==> src/rtl/sisc_pkg.sv <==
`default_nettype none
// ============================================================================
// Module      : sisc_pkg
// Description : Shared definitions for the SISC control sequencer:
//               sequencer state encoding, latched instruction class,
//               opcode values, alu_op encodings and status bit indices.
// Revision    : 1.0 - initial release
// ============================================================================
package sisc_pkg;

    // Sequencer states
    typedef enum logic [3:0] {
        ST_START0    = 4'd0,
        ST_START1    = 4'd1,
        ST_FETCH     = 4'd2,
        ST_DECODE    = 4'd3,
        ST_EXECUTE   = 4'd4,
        ST_MEM       = 4'd5,
        ST_WRITEBACK = 4'd6,
        ST_SWAP2     = 4'd7,
        ST_HALT      = 4'd8
    } state_e;

    // Instruction class captured at DECODE; it fixes the state path so a
    // later opcode change can only disturb strobes, never the sequence.
    typedef enum logic [1:0] {
        CLS_ALU = 2'd0,
        CLS_LOD = 2'd1,
        CLS_STR = 2'd2,
        CLS_SWP = 2'd3
    } cls_e;

    // Opcodes
    localparam int OP_NOOP   = 0;
    localparam int OP_LOD    = 1;
    localparam int OP_STR    = 2;
    localparam int OP_SWP    = 3;
    localparam int OP_BRA    = 4;
    localparam int OP_BRR    = 5;
    localparam int OP_BNE    = 6;
    localparam int OP_BNR    = 7;
    localparam int OP_ALU    = 8;
    localparam int OP_ILL_LO = 9;
    localparam int OP_ILL_HI = 14;
    localparam int OP_HLT    = 15;

    // alu_op encodings
    localparam logic [1:0] ALU_RR   = 2'b00;
    localparam logic [1:0] ALU_RI   = 2'b01;
    localparam logic [1:0] ALU_ADDR = 2'b10;
    localparam logic [1:0] ALU_PASS = 2'b11;

    // Status register bit indices (C,N,V,Z from MSB)
    localparam int STAT_C = 3;
    localparam int STAT_N = 2;
    localparam int STAT_V = 1;
    localparam int STAT_Z = 0;

endpackage
`default_nettype wire

==> src/rtl/sisc_br_eval.sv <==
`default_nettype none
// ============================================================================
// Module      : sisc_br_eval
// Description : Combinational branch evaluation. BRA/BRR are taken when any
//               masked status bit is set; BNE/BNR when none is. abs_tgt is
//               high for the absolute-target forms (BRA/BNE).
// Ports       : opcode (in)  instruction opcode
//               mm     (in)  condition mask
//               stat   (in)  status register
//               taken  (out) branch taken
//               abs_tgt(out) absolute (1) or PC-relative (0) target
// Revision    : 1.0 - initial release
// ============================================================================
module sisc_br_eval
    import sisc_pkg::*;
#(
    parameter int OPW   = 4,
    parameter int STATW = 4
) (
    input  logic [OPW-1:0]   opcode,
    input  logic [STATW-1:0] mm,
    input  logic [STATW-1:0] stat,
    output logic             taken,
    output logic             abs_tgt
);

    logic w_hit;
    assign w_hit = |(stat & mm);

    always_comb begin
        taken   = 1'b0;
        abs_tgt = 1'b0;
        case (opcode)
            OPW'(OP_BRA): begin taken = w_hit;  abs_tgt = 1'b1; end
            OPW'(OP_BRR): begin taken = w_hit;  abs_tgt = 1'b0; end
            OPW'(OP_BNE): begin taken = ~w_hit; abs_tgt = 1'b1; end
            OPW'(OP_BNR): begin taken = ~w_hit; abs_tgt = 1'b0; end
            default:      begin taken = 1'b0;   abs_tgt = 1'b0; end
        endcase
    end

endmodule
`default_nettype wire

==> src/rtl/sisc_ctrl_seq.sv <==
`default_nettype none
// ============================================================================
// Module      : sisc_ctrl_seq
// Description : Multicycle control sequencer for the SISC processor. Decodes
//               opcode/mm, steps a per-class state sequence and drives all
//               datapath strobes combinationally from the present state.
// Ports       : clk, rst_f (async active-low reset)
//               opcode, mm, stat           - instruction fields / status
//               rf_we, alu_op, wb_sel, swp_sel, stat_en, ir_load, pc_write,
//               pc_sel, br_sel, pc_rst, rb_sel, mm_sel, dm_we - strobes
//               halted, illegal            - sequencer status
// Config      : SISC_ILLEGAL_TRAP_EN - opcodes 9..14 trap to HALT with
//               illegal=1; when undefined they behave as NOOP.
// Revision    : 1.0 - initial release
// ============================================================================
module sisc_ctrl_seq
    import sisc_pkg::*;
#(
    parameter int OPW    = 4,
    parameter int MMW    = 4,
    parameter int STATW  = 4,
    parameter int AM_IMM = 8
) (
    input  logic             clk,
    input  logic             rst_f,
    input  logic [OPW-1:0]   opcode,
    input  logic [MMW-1:0]   mm,
    input  logic [STATW-1:0] stat,
    output logic             rf_we,
    output logic [1:0]       alu_op,
    output logic             wb_sel,
    output logic             swp_sel,
    output logic             stat_en,
    output logic             ir_load,
    output logic             pc_write,
    output logic             pc_sel,
    output logic             br_sel,
    output logic             pc_rst,
    output logic             rb_sel,
    output logic             mm_sel,
    output logic             dm_we,
    output logic             halted,
    output logic             illegal
);

    state_e state_q, state_d;
    cls_e   cls_q,   cls_d;

    logic w_br_taken;
    logic w_br_abs;

    sisc_br_eval #(
        .OPW   (OPW),
        .STATW (STATW)
    ) u_br_eval (
        .opcode  (opcode),
        .mm      (mm),
        .stat    (stat),
        .taken   (w_br_taken),
        .abs_tgt (w_br_abs)
    );

    // ALU operation chosen in EXECUTE; WRITEBACK reuses it so the result
    // path stays stable while the register file is written.
    function automatic logic [1:0] f_exec_alu_op(input logic [OPW-1:0] op,
                                                 input logic [MMW-1:0] m);
        logic [1:0] r;
        r = ALU_RR;
        if (op == OPW'(OP_ALU))
            r = (m == MMW'(AM_IMM)) ? ALU_RI : ALU_RR;
        else if (op == OPW'(OP_LOD) || op == OPW'(OP_STR))
            r = ALU_ADDR;
        else if (op == OPW'(OP_SWP))
            r = ALU_PASS;
        return r;
    endfunction

`ifdef SISC_ILLEGAL_TRAP_EN
    logic ill_q, ill_d;

    always_ff @(posedge clk or negedge rst_f) begin
        if (!rst_f) ill_q <= 1'b0;
        else        ill_q <= ill_d;
    end

    assign illegal = ill_q;
`else
    assign illegal = 1'b0;
`endif

    always_ff @(posedge clk or negedge rst_f) begin
        if (!rst_f) begin
            state_q <= ST_START0;
            cls_q   <= CLS_ALU;
        end else begin
            state_q <= state_d;
            cls_q   <= cls_d;
        end
    end

    always_comb begin
        state_d  = state_q;
        cls_d    = cls_q;
`ifdef SISC_ILLEGAL_TRAP_EN
        ill_d    = ill_q;
`endif
        rf_we    = 1'b0;
        alu_op   = ALU_RR;
        wb_sel   = 1'b0;
        swp_sel  = 1'b0;
        stat_en  = 1'b0;
        ir_load  = 1'b0;
        pc_write = 1'b0;
        pc_sel   = 1'b0;
        br_sel   = 1'b0;
        pc_rst   = 1'b0;
        rb_sel   = 1'b0;
        mm_sel   = 1'b0;
        dm_we    = 1'b0;
        halted   = 1'b0;

        case (state_q)
            ST_START0: state_d = ST_START1;

            ST_START1: begin
                pc_rst  = 1'b1;
                state_d = ST_FETCH;
            end

            ST_FETCH: begin
                ir_load  = 1'b1;
                pc_write = 1'b1;
                pc_sel   = 1'b0;
                state_d  = ST_DECODE;
            end

            ST_DECODE: begin
                state_d = ST_FETCH;
                if (w_br_taken) begin
                    pc_write = 1'b1;
                    pc_sel   = 1'b1;
                    br_sel   = w_br_abs;
                end
                case (opcode)
                    OPW'(OP_LOD): begin cls_d = CLS_LOD; state_d = ST_EXECUTE; end
                    OPW'(OP_STR): begin cls_d = CLS_STR; state_d = ST_EXECUTE; end
                    OPW'(OP_SWP): begin cls_d = CLS_SWP; state_d = ST_EXECUTE; end
                    OPW'(OP_ALU): begin cls_d = CLS_ALU; state_d = ST_EXECUTE; end
                    OPW'(OP_HLT): state_d = ST_HALT;
                    default: begin
`ifdef SISC_ILLEGAL_TRAP_EN
                        if (opcode >= OPW'(OP_ILL_LO) && opcode <= OPW'(OP_ILL_HI)) begin
                            state_d = ST_HALT;
                            ill_d   = 1'b1;
                        end
`endif
                    end
                endcase
            end

            ST_EXECUTE: begin
                alu_op  = f_exec_alu_op(opcode, mm);
                rb_sel  = (opcode == OPW'(OP_STR));
                state_d = (cls_q == CLS_LOD || cls_q == CLS_STR) ? ST_MEM : ST_WRITEBACK;
            end

            ST_MEM: begin
                alu_op = ALU_ADDR;
                mm_sel = 1'b1;
                if (opcode == OPW'(OP_STR)) begin
                    dm_we  = 1'b1;
                    rb_sel = 1'b1;
                end
                state_d = (cls_q == CLS_LOD) ? ST_WRITEBACK : ST_FETCH;
            end

            ST_WRITEBACK: begin
                rf_we   = 1'b1;
                alu_op  = f_exec_alu_op(opcode, mm);
                wb_sel  = (opcode == OPW'(OP_LOD));
                stat_en = (opcode == OPW'(OP_ALU));
                state_d = (cls_q == CLS_SWP) ? ST_SWAP2 : ST_FETCH;
            end

            ST_SWAP2: begin
                rf_we   = 1'b1;
                swp_sel = 1'b1;
                alu_op  = ALU_PASS;
                state_d = ST_FETCH;
            end

            ST_HALT: begin
                halted  = 1'b1;
                state_d = ST_HALT;
            end

            default: state_d = ST_START0;
        endcase
    end

endmodule
`default_nettype wire

==> config.mk <==
export PLATFORM = sky130hd
export DESIGN_NAME = sisc_ctrl_seq
export DESIGN_NICKNAME = d
export VERILOG_FILES = /design/src/rtl/sisc_pkg.sv /design/src/rtl/sisc_br_eval.sv /design/src/rtl/sisc_ctrl_seq.sv
export SDC_FILE = /design/constraint.sdc
export NUM_CORES = 1
export LEC_CHECK = 0
export BUFFER_PORTS_ARGS = -buffer_cell sky130_fd_sc_hd__buf_2
export CORE_MARGIN = 2
export CORE_UTILIZATION = 30
export CTS_BUF_LIST = sky130_fd_sc_hd__clkbuf_4
export CTS_CLUSTER_SIZE = 30
export DETAILED_ROUTE_END_ITERATION = 8
export HOLD_SLACK_MARGIN = 0.08
export SYNTH_ARGS = -nofsm -noshare
export SYNTH_HDL_FRONTEND = slang
export SYNTH_SLANG_ARGS = --single-unit
export TNS_END_PERCENT = 50
==> constraint.sdc <==
create_clock -name clk -period 4.85 [get_ports clk]
set_clock_uncertainty 0.05 [all_clocks]
set_input_delay 0.97 -clock clk [delete_from_list [all_inputs] [get_ports clk]]
set_output_delay 0.97 -clock clk [all_outputs]
set_load 0.02 [all_outputs]
==> results.txt <==
Htree depth: 1
DRC Markers: 0
Boundary pin count: 30
Nets: 121
Yosys warnings: 0
Routability congestion estimate: 0.771
Vias after detailed routing: 665
Global-route wire length before repair: 2390 um
Tmin final: 3.50 ns
Cells after DPL: 127
Post-CTS Resized: 0
Worst-skew pair later-pin latency: 0.24 ns
Achievable Freq: 286 MHz
Final setup viols: 0
Crit path required time: 3.83 ns
Site row count: 16
VDD IR max: 0.178 mV
Cell taking the most area after synthesis: dfrtp_1
Critical Path AT: 2.48 ns
Post-synthesis cell count: 79
Kind of critical path: primary input to primary output
Async SR Flop Fraction: 1.00
Mapped Area: 618 um^2
# diodes: 0
Clock Tree Root: clkbuf_4
Gr ovfl total: 0
Initial core utilization: 0.315
Register clock-pin slew on the reported worst setup and hold paths: 0.05 ns
Die W: 49.4 um
Setup TNS: 0 ns
Slack of the critical path: 1.35 ns
IO Port Bufs: 28
Run status: completed
First-pass detailed-route iteration total: 4
Fill cells: 216
Number of buffers created by CTS: 3
Post-synth cell types: 38
Post-Layout Cell Count: 130
Final worst-path cycle share: 0.721
Dpl ws: 1.35 ns
EDFF count, synth: 0
Vias in the first global route: 552
HPWL after DPL: 1220 um
Pwr Total: 350 uW
Power Density: 453 nW/um^2
Worst Max-Slew Pin Slew: 0.595 ns
GRT Overall Usage: 0.129
Pin count of the biggest net entering global routing: 14
Top cells by area, synth: dfrtp_1, nand2b_1, a21oi_1, ha_1, nor3_1
Layout cells sized above 1: 0.320
Leak: 0.000373 uW
CP Capture Type: primary output
Syn nets: 95
Final hold violations: 0
RSZ-0062 raised after global routing: no
Fin. max-slew vios: 0
HP Class: primary input to async pin
Total die area: 2440 um^2
Die Ht: 49.4 um
Ys flop type: dfrtp_1
Core Area: 1960 um^2
Final wirelength: 1540 um
Post-CTS Setup Inserts: 0
Vias/cell: 5.12
Worst-path fanout max: 11
Area Growth Syn to Fin: 24.9%
CTS Buffer Depth: 2
Part of the Yosys area used for sequential elements: 0.243
Routed len/inst: 11.8 um
Yosys reg bits: 6
Max-slew headroom: 0.598
Synth cell count leaders: a21oi_1, dfrtp_1, nand2b_1
CTS tree: yes
Post-CTS Hold Fix Bufs: 0
Count leader, synth: a21oi_1
Share of the synthesized area in the top cell type: 0.243
Initial antenna violation count: 0
1st-iter DRT viols: 13
Startpoint types: primary input
Hold slack: 0.490 ns
Syn_area_per_cell: 7.82 um^2
Max-Cap Viols: 0
Final antenna-violating net count: 0
Clock Sinks: 6
-- stage by stage --
stage / area [um^2] / utilization
CTS: 772 / 0.393
global route: 772 / 0.393
finish: 772 / 0.393
detailed placement: 749 / 0.382
global placement: 749 / 0.382
floorplan: 618 / -
-- worst max-delay path, stage by stage --
cell	delay [ns]
buf_2	0.16
or4b_4	0.56
or4_1	0.48
a21oi_1	0.13
buf_2	0.17
-- area by class of cell --
cell class                 count  area (um^2)  area share
multi-input combinational     61          407       0.527
timing repair buffer          28          140       0.182
clock buffer                   3         22.5      0.0292
sequential                     6          150       0.194
inverter                       5         18.8      0.0243
tap                           27         33.8      0.0438
-- path summary, 6_finish.rpt --
path	start	endpoint	slack [ns]	depth (start not counted)
max	opcode[1]	alu_op[0]	1.35	5
min	rst_f	state_q[2]	0.49	1
max reg2reg	state_q[0]	cls_q[0]	3.29	3
min reg2reg	cls_q[0]	cls_q[0]	0.54	2
max in group asynchronous	rst_f	state_q[3]	4.11	1
min in group clk	cls_q[0]	cls_q[0]	0.54	2
-- power by group --
part / total, uW / internal (uW) / switching, uW
Clock: 45.9 / 28.0 / 17.9
Combinational: 201 / 82.2 / 119
Sequential: 103 / 66.5 / 36.5
Total: 350 / 177 / 173
-- cells by family (layout without fill, tap and decap cells) --
group                    after synthesis  in the layout  synth area share
AND/OR/NAND/NOR                       35             35             0.352
AO/OA/AOI/OAI                         20             20             0.217
adder cells (fa/ha/maj)                2              2            0.0405
other                                  1              1           0.00607
XOR/XNOR                               3              3            0.0425
buffers and inverters                 12             36            0.0992
flip-flops                             6              6             0.243
-- registers in the layout, summed over array words and instances, names as in the netlist --
name / flops
state_q: 4
cls_q: 2
-- layout by cell type, fill, tap and decap left out, drive strengths merged, types with 2 or more instances in the layout --
| cell type | instances |
|---|---|
| nand4 | 2 |
| inv | 5 |
| clkbuf | 3 |
| or4 | 2 |
| a21oi | 7 |
| buf | 28 |
| ha | 2 |
| a22o | 2 |
| nor2 | 5 |
| nand2 | 3 |
| nand2b | 6 |
| dfrtp | 6 |
| o21ai | 2 |
| nor3 | 5 |
| nor2b | 2 |
| nand3b | 2 |
| xnor2 | 2 |
-- layer usage --
layer  GRT usage  up-vias  part of all wire
li1            -      335                 -
met1       0.159      299              0.46
met2       0.205       29              0.46
met3      0.0491        2             0.070
met4      0.0417        0            0.0078
met5           0        -                 0
Power figures use the tool's default switching activity.
